**config.mk**
```make
export PLATFORM = sky130hd
export DESIGN_NAME = pipe_cla_adder
export DESIGN_NICKNAME = d
export VERILOG_FILES = /design/src/rtl/pipe_cla_adder.sv
export SDC_FILE = /design/constraint.sdc
export NUM_CORES = 1
export LEC_CHECK = 0
export BUFFER_PORTS_ARGS = -buffer_cell sky130_fd_sc_hd__buf_2
export CORE_ASPECT_RATIO = 0.75
export CORE_MARGIN = 3
export CORE_UTILIZATION = 40
export DETAILED_ROUTE_END_ITERATION = 16
export GPL_ROUTABILITY_DRIVEN = 0
export PLACE_DENSITY = 0.61
export SYNTH_ARGS = -nofsm -noshare
export SYNTH_HDL_FRONTEND = slang
export SYNTH_SLANG_ARGS = --single-unit
```
**constraint.sdc**
```tcl
create_clock -name clock -period 2.3 [get_ports clock]
set_clock_uncertainty 0.05 [all_clocks]
set_input_delay 0.345 -clock clock [delete_from_list [all_inputs] [get_ports clock]]
set_output_delay 0.345 -clock clock [all_outputs]
set_load 0.02 [all_outputs]
```
**src/rtl/pipe_cla_adder.sv**
```systemverilog
// Pipelined block-carry adder/subtractor: one BLOCK-bit lookahead slice per stage,
// with the inter-block carry registered and valid/ready flow control.
module pipe_cla_adder #(
  parameter int WIDTH = 32,
  parameter int BLOCK = 8
) (
  input  logic             clock,
  input  logic             reset_n,
  input  logic             flush,
  input  logic             in_valid,
  output logic             in_ready,
  input  logic [WIDTH-1:0] A,
  input  logic [WIDTH-1:0] B,
  input  logic             sub,
  input  logic             cin,
  output logic             out_valid,
  input  logic             out_ready,
  output logic [WIDTH-1:0] S,
  output logic             cout,
  output logic             ovf
);

  localparam int STAGES = WIDTH / BLOCK;

  if (!(BLOCK == 4 || BLOCK == 8 || BLOCK == 16) || (WIDTH % BLOCK) != 0) begin : g_param_check
    $error("pipe_cla_adder: WIDTH must be a multiple of BLOCK, BLOCK must be 4, 8 or 16");
  end

  // Returns {carry_out, sum}; carries come from group generate/propagate terms.
  function automatic logic [BLOCK:0] slice_add(input logic [BLOCK-1:0] a,
                                               input logic [BLOCK-1:0] b,
                                               input logic             ci);
    logic [BLOCK-1:0] g;
    logic [BLOCK-1:0] p;
    logic [BLOCK:0]   c;
    logic             gg;
    logic             pp;
    g    = a & b;
    p    = a ^ b;
    gg   = 1'b0;
    pp   = 1'b1;
    c[0] = ci;
    for (int i = 0; i < BLOCK; i++) begin
      gg     = g[i] | (p[i] & gg);
      pp     = pp & p[i];
      c[i+1] = gg | (pp & ci);
    end
    return {c[BLOCK], p ^ c[BLOCK-1:0]};
  endfunction

  logic              advance;
  logic [STAGES-1:0] valid_reg;
  logic [WIDTH-1:0]  be;
  logic              c0;

  assign advance  = !out_valid || out_ready;
  assign in_ready = advance;
  assign be       = sub ? ~B : B;
  assign c0       = sub | cin;

  always_ff @(posedge clock or negedge reset_n) begin
    if (!reset_n) begin
      valid_reg <= '0;
    end else if (flush) begin
      valid_reg <= '0;
    end else if (advance) begin
      valid_reg <= (valid_reg << 1) | STAGES'(in_valid);
    end
  end

  for (genvar gi = 0; gi < STAGES; gi++) begin : stg
    localparam int LO = gi * BLOCK;
    localparam int HI = LO + BLOCK;

    logic [BLOCK-1:0] a_in;
    logic [BLOCK-1:0] b_in;
    logic             c_in;
    logic [BLOCK:0]   res;
    logic [HI-1:0]    sum_next;
    logic [HI-1:0]    sum_reg;
    logic             carry_reg;

    if (gi == 0) begin : g_src
      assign a_in     = A[BLOCK-1:0];
      assign b_in     = be[BLOCK-1:0];
      assign c_in     = c0;
      assign sum_next = res[BLOCK-1:0];
    end else begin : g_src
      assign a_in     = stg[gi-1].g_up.a_up_reg[BLOCK-1:0];
      assign b_in     = stg[gi-1].g_up.b_up_reg[BLOCK-1:0];
      assign c_in     = stg[gi-1].carry_reg;
      assign sum_next = {res[BLOCK-1:0], stg[gi-1].sum_reg};
    end

    assign res = slice_add(a_in, b_in, c_in);

    always_ff @(posedge clock or negedge reset_n) begin
      if (!reset_n) begin
        sum_reg   <= '0;
        carry_reg <= 1'b0;
      end else if (advance) begin
        sum_reg   <= sum_next;
        carry_reg <= res[BLOCK];
      end
    end

    // Operand bits not yet consumed; this store narrows by BLOCK every stage.
    if (gi < STAGES - 1) begin : g_up
      logic [WIDTH-HI-1:0] a_up_reg;
      logic [WIDTH-HI-1:0] b_up_reg;
      logic [WIDTH-HI-1:0] a_up_next;
      logic [WIDTH-HI-1:0] b_up_next;

      if (gi == 0) begin : g_ld
        assign a_up_next = A[WIDTH-1:HI];
        assign b_up_next = be[WIDTH-1:HI];
      end else begin : g_ld
        assign a_up_next = stg[gi-1].g_up.a_up_reg[WIDTH-LO-1:BLOCK];
        assign b_up_next = stg[gi-1].g_up.b_up_reg[WIDTH-LO-1:BLOCK];
      end

      always_ff @(posedge clock or negedge reset_n) begin
        if (!reset_n) begin
          a_up_reg <= '0;
          b_up_reg <= '0;
        end else if (advance) begin
          a_up_reg <= a_up_next;
          b_up_reg <= b_up_next;
        end
      end
    end

    // Carry into the MSB recovered from the MSB's own operand and sum bits.
    if (gi == STAGES - 1) begin : g_last
      logic cmsb_reg;
      always_ff @(posedge clock or negedge reset_n) begin
        if (!reset_n) begin
          cmsb_reg <= 1'b0;
        end else if (advance) begin
          cmsb_reg <= a_in[BLOCK-1] ^ b_in[BLOCK-1] ^ res[BLOCK-1];
        end
      end
    end
  end

  assign out_valid = valid_reg[STAGES-1];
  assign S         = stg[STAGES-1].sum_reg;
  assign cout      = stg[STAGES-1].carry_reg;
  assign ovf       = stg[STAGES-1].g_last.cmsb_reg ^ stg[STAGES-1].carry_reg;

endmodule

```
Word level (Yosys, flattened, before mapping):

Cells that the tools add are included.

* mux-type cells: 3
* bitwise logic cells: 166
* reductions and logical operators: 3

Operators with widths (count)
* 1-bit bitwise AND: 88
* 8-bit bitwise XOR: 8
* 1-bit bitwise OR: 61
* 8-bit bitwise AND: 4
* 32-bit two-way mux: 1
* 32-bit inverter: 1
* 4-bit two-way mux: 2
* 4-bit by 1-bit bitwise OR with 4-bit output: 1
* 1-bit bitwise XOR: 3
* 2-bit nonzero test: 1
* 1-bit logical NOT: 1
* 1-bit logical OR: 1

* bits in registers: 185
* bits of input ports: 71
* output and inout port bits: 36
* word-level logic and storage cells: 188

Logic depth before layout (Yosys ltp):

* depth in word-level cells: 18
* mapped depth: 9
* depth with buffers taken out: 7

Least setup slack after synthesis:

Ideal clock, no wire load.

* path type: input -> register
* start: in sub
* end: reg stg[0].carry_reg
* library setup time: 0.133 ns
* arrival: 2.081 ns
* data required time: 2.117 ns
* slack: 0.036 ns
* stages on the path: 9
* path buffers: 2
* path through: buf_2 -> buf_2 -> xor2_1 -> ha_1 -> a21oi_1 -> a21oi_1 -> o31a_1 -> a211oi_1 -> a21oi_1

* word-level cells in the longest chain between the ends: 17
* elaborated cells between the ends (all ways): 27
* classes of those cells: mux (1); bitwise (26)

Ends and longest elaborated chain
* start: declaration: RTL line 14 `input logic sub,`
* 32-bit two-way mux: RTL line 58 `assign be = sub ? ~B : B;`
* 8-bit bitwise XOR / 8-bit bitwise AND (equally long branches): RTL line 39, 38
* 1-bit bitwise AND: RTL line 44 `gg = g[i] | (p[i] & gg);`
* 1-bit bitwise OR: RTL line 44
* 1-bit bitwise AND: RTL line 44
* 1-bit bitwise OR: RTL line 44
* 1-bit bitwise AND: RTL line 44
* 1-bit bitwise OR: RTL line 44
* 1-bit bitwise AND: RTL line 44
* 1-bit bitwise OR: RTL line 44
* 1-bit bitwise AND: RTL line 44
* 1-bit bitwise OR: RTL line 44
* 1-bit bitwise AND: RTL line 44
* 1-bit bitwise OR: RTL line 44
* 1-bit bitwise AND: RTL line 44
* 1-bit bitwise OR: RTL line 44
* 1-bit bitwise OR *: RTL line 46 `c[i+1] = gg | (pp & ci);`
* end signal: assignment: RTL line 103 `carry_reg <= res[BLOCK];`
* end: declaration: RTL line 81 `logic carry_reg;`

Mark *: on every way between the ends. The rest lies on a longest branch, timed or not.
A chain may end at the register's enable or synchronous reset.

Final worst setup path:

* start: reg stg[0].g_up.a_up_reg[3]
* end: reg stg[1].carry_reg

* word-level cells in the longest chain between the ends: 12
* elaborated cells between the ends (all ways): 19
* classes of those cells: bitwise (19)

Ends and longest elaborated chain
* start: declaration: RTL line 109 `logic [WIDTH-HI-1:0] a_up_reg;`
* start signal: assignment: RTL line 127 `a_up_reg <= a_up_next;`
* 8-bit bitwise XOR: RTL line 39 `p = a ^ b;`
* 1-bit bitwise AND: RTL line 44
* 1-bit bitwise OR: RTL line 44
* 1-bit bitwise AND: RTL line 44
* 1-bit bitwise OR: RTL line 44
* 1-bit bitwise AND: RTL line 44
* 1-bit bitwise OR: RTL line 44
* 1-bit bitwise AND: RTL line 44
* 1-bit bitwise OR: RTL line 44
* 1-bit bitwise AND: RTL line 44
* 1-bit bitwise OR: RTL line 44
* 1-bit bitwise OR *: RTL line 46
* end signal: assignment: RTL line 103
* end: declaration: RTL line 81

Marked as above.

==> flow_summary.ini <==
[pwr]
power-per-cell-area_nw_per_um2 = 937.6
ir_worst_vdd_uv = 502.7
p_leak_nw = 4.786

[grt]
grt_pass1_vias = 5536
grt_overflow = 0
antenna_found_initial = 2
grtUsageTotal = 0.1646
grt_first_pass_wirelength_mm = 29.06
grt_start_max_net_pins = 132

[die]
rows = 44
die-area_sq_um = 22410
coreArea_sq_um = 19820
io_pins = 107
fp.dieW_um = 171.9
initial_core_util = 0.4164
die_h_um = 130.4

[worst_setup_path]
path_cells = ha_1 -> o21ai_0 -> a21boi_0 -> o221a_4 -> o21a_1 -> o31a_1
cp-start-kind = flop
cpPeakStageDelay_ns = 0.39
arrival_ns = 2.30
crit_path_max_fanout = 3
slowest_stage = dfrtp_1
path_buf_inv = 0
cpLargestDelayFamily = compound AO/OA/AOI/OAI gates
criticalPathCategory = reg2reg
critPathCaptureType = flop
crit-reg2reg-launch = stg[0].g_up.a_up_reg[3]
required_ns = 2.57
crit_start = stg[0].g_up.a_up_reg[3]

[sta]
slew_headroom = 0.6286
fin_ws_ns = 0.2754
setup_viol_count_final = 0
fmax_mhz = 493.9
period_minus_slack_ns = 2.025
drv_slew = 0
finalHoldViolations = 0
worst_pin_slew_ns = 0.5572
rsz0062_at_grt = no
fin_crit_sh = 0.8802
fin_tns_setup_ns = 0

[min_path]
min-delay-start = A[15]
min_path_type = in2reg

[cts]
clockRootBuffer = clkbuf_16
cts_buffers = 17
clock-sinks = 185
ctsResizeCount = 0
clock_latency_ns = 0.44
cts_tree = done
htreeDepth = 4
clk_transition_reported_paths_ns = 0.07
cts_buffer_depth = 2

[cells_and_area]
fillerInstances = 1938
area_delta_synth_final_pct = 17.72
stdcell_area_sq_um = 9716
final_util = 0.4902
layout_commonest_cell = nand2_1
num_antenna_cells = 0
drive_above_1_share = 0.1594
layout_common_cells = 430 x nand2_1, 185 x dfrtp_1, 105 x buf_2, 46 x o21ai_0
final_cells = 1257
nets = 1098

[synth]
syn_inst = 899
syn-cell-area_sq_um = 8253
synth.distinct_cells = 40
yosysSeqAreaShare = 0.5609
synth-seq-cells = 185
synth_nets = 1006
synth_area_per_cell_sq_um = 9.180
synth-warning-count = 0

[placed_design]
dpl.cell_count = 1224
pre_cts_ws_ns = 0.05254
dpl.hpwl_mm = 11.89
placed_area_sq_um = 9092
port_buffers = 106

[drt]
avgViaCountPerCell = 4.712
dr.pass1.iters = 4
route.vias.total = 5923
ant_nets = 0
totalWireLength_mm = 17.36
drc = 0
wl_per_cell_um = 13.81
first_iter_violations = 431

[outcome]
status = finished, final reports clean

[run]
maxCapViolations = 0
## worst min-delay path, delay by kind of cell
family / cells / cell delay, ns
AND/OR/NAND/NOR: 2 / 0.09
buffers and inverters: 1 / 0.07
## synth_stat cells, drive strengths merged
master,instances,area share
a211oi,8,0.0085
o21ai,48,0.029
o221a,2,0.0049
o21bai,2,0.0027
buf,18,0.010
nand2,430,0.20
a211o,1,0.0011
xor2,16,0.017
o31ai,6,0.0055
o21a,2,0.0018
nor3,6,0.0036
o211ai,1,0.0015
nor3b,2,0.0018
a21boi,3,0.0027
dfrtp,185,0.56
a21oi,23,0.014
nor2b,2,0.0015
fa,4,0.0097
o311ai,2,0.0021
nand3,3,0.0018
a31oi,1,0.00076
or2,2,0.0015
o31a,3,0.0032
o22ai,1,0.00076
a41o,1,0.0012
ha,32,0.049
clkbuf,27,0.012
inv,5,0.0023
o22a,1,0.0011
nand2b,3,0.0023
xnor2,32,0.034
or3,4,0.0030
a21o,3,0.0030
nor2,18,0.0082
nand4b,2,0.0021
## cells by family (layout without fill, tap and decap cells)
group,after synthesis,count (layout),share of synthesized area
and+or+nand+nor,472,472,0.2215
adders and majority gates,36,36,0.05822
xor gates and xnor gates,48,48,0.05094
DFF,185,185,0.5609
AOI/OAI and AO/OA,108,108,0.08384
buffers and inverters,50,155,0.02456
## timing repair
item,4_1_cts,5_1_grt
buffers inserted,0,0
hold endpoints to repair,59,0
hold buffers,1,0
## layout make-up
type                       instances  area [sq um]  area share
sequential                       185          4629      0.4765
multi-input combinational        664          3428      0.3529
timing repair buffer             118         706.9     0.07276
clock buffer                      20         446.7     0.04598
tap                              253         316.6     0.03258
clock inverter                    12         166.4     0.01713
inverter                           5         21.27    0.002189
## stage by stage
| stage | total power [mW] | hold WS, ns |
|---|---|---|
| final | 9.109 | 0.05132 |
| after global routing | 9.670 | 0.04625 |
| after CTS | 9.223 | 0.03628 |
| after detailed placement | 6.158 | 0.3350 |
| after global placement | 6.110 | 0.3328 |
| after floorplan | 5.428 | -0.0005911 |
## path summary, 6_finish.rpt
check / cells past startpoint / slack (ns) / to
worst max-delay path: 6 / 0.28 / stg[1].carry_reg
worst min-delay path: 3 / 0.05 / stg[0].g_up.a_up_reg[7]
worst max register to register: 6 / 0.28 / stg[1].carry_reg
worst min register to register: 2 / 0.41 / S[14]
max in group asynchronous: 3 / 1.15 / stg[0].g_up.b_up_reg[15]
min in group asynchronous: 2 / 0.43 / stg[2].g_up.a_up_reg[7]
## per-layer routing
metal / global-route usage / part of all wire
met1: 0.2730 / 0.56
met2: 0.2070 / 0.38
met3: 0.04030 / 0.049
met4: 0.04786 / 0.0099
met5: 0 / 0.0018
## power by group
| group | leakage, nW | total [mW] | internal (mW) | switching (mW) |
|---|---|---|---|---|
| sequential | 2.16 | 4.24 | 3.88 | 0.358 |
| clock | 0.297 | 3.05 | 1.76 | 1.29 |
| combinational | 2.32 | 1.82 | 0.725 | 1.10 |
| total | 4.79 | 9.11 | 6.37 | 2.74 |
No activity file was read; power rests on OpenSTA's default activity.
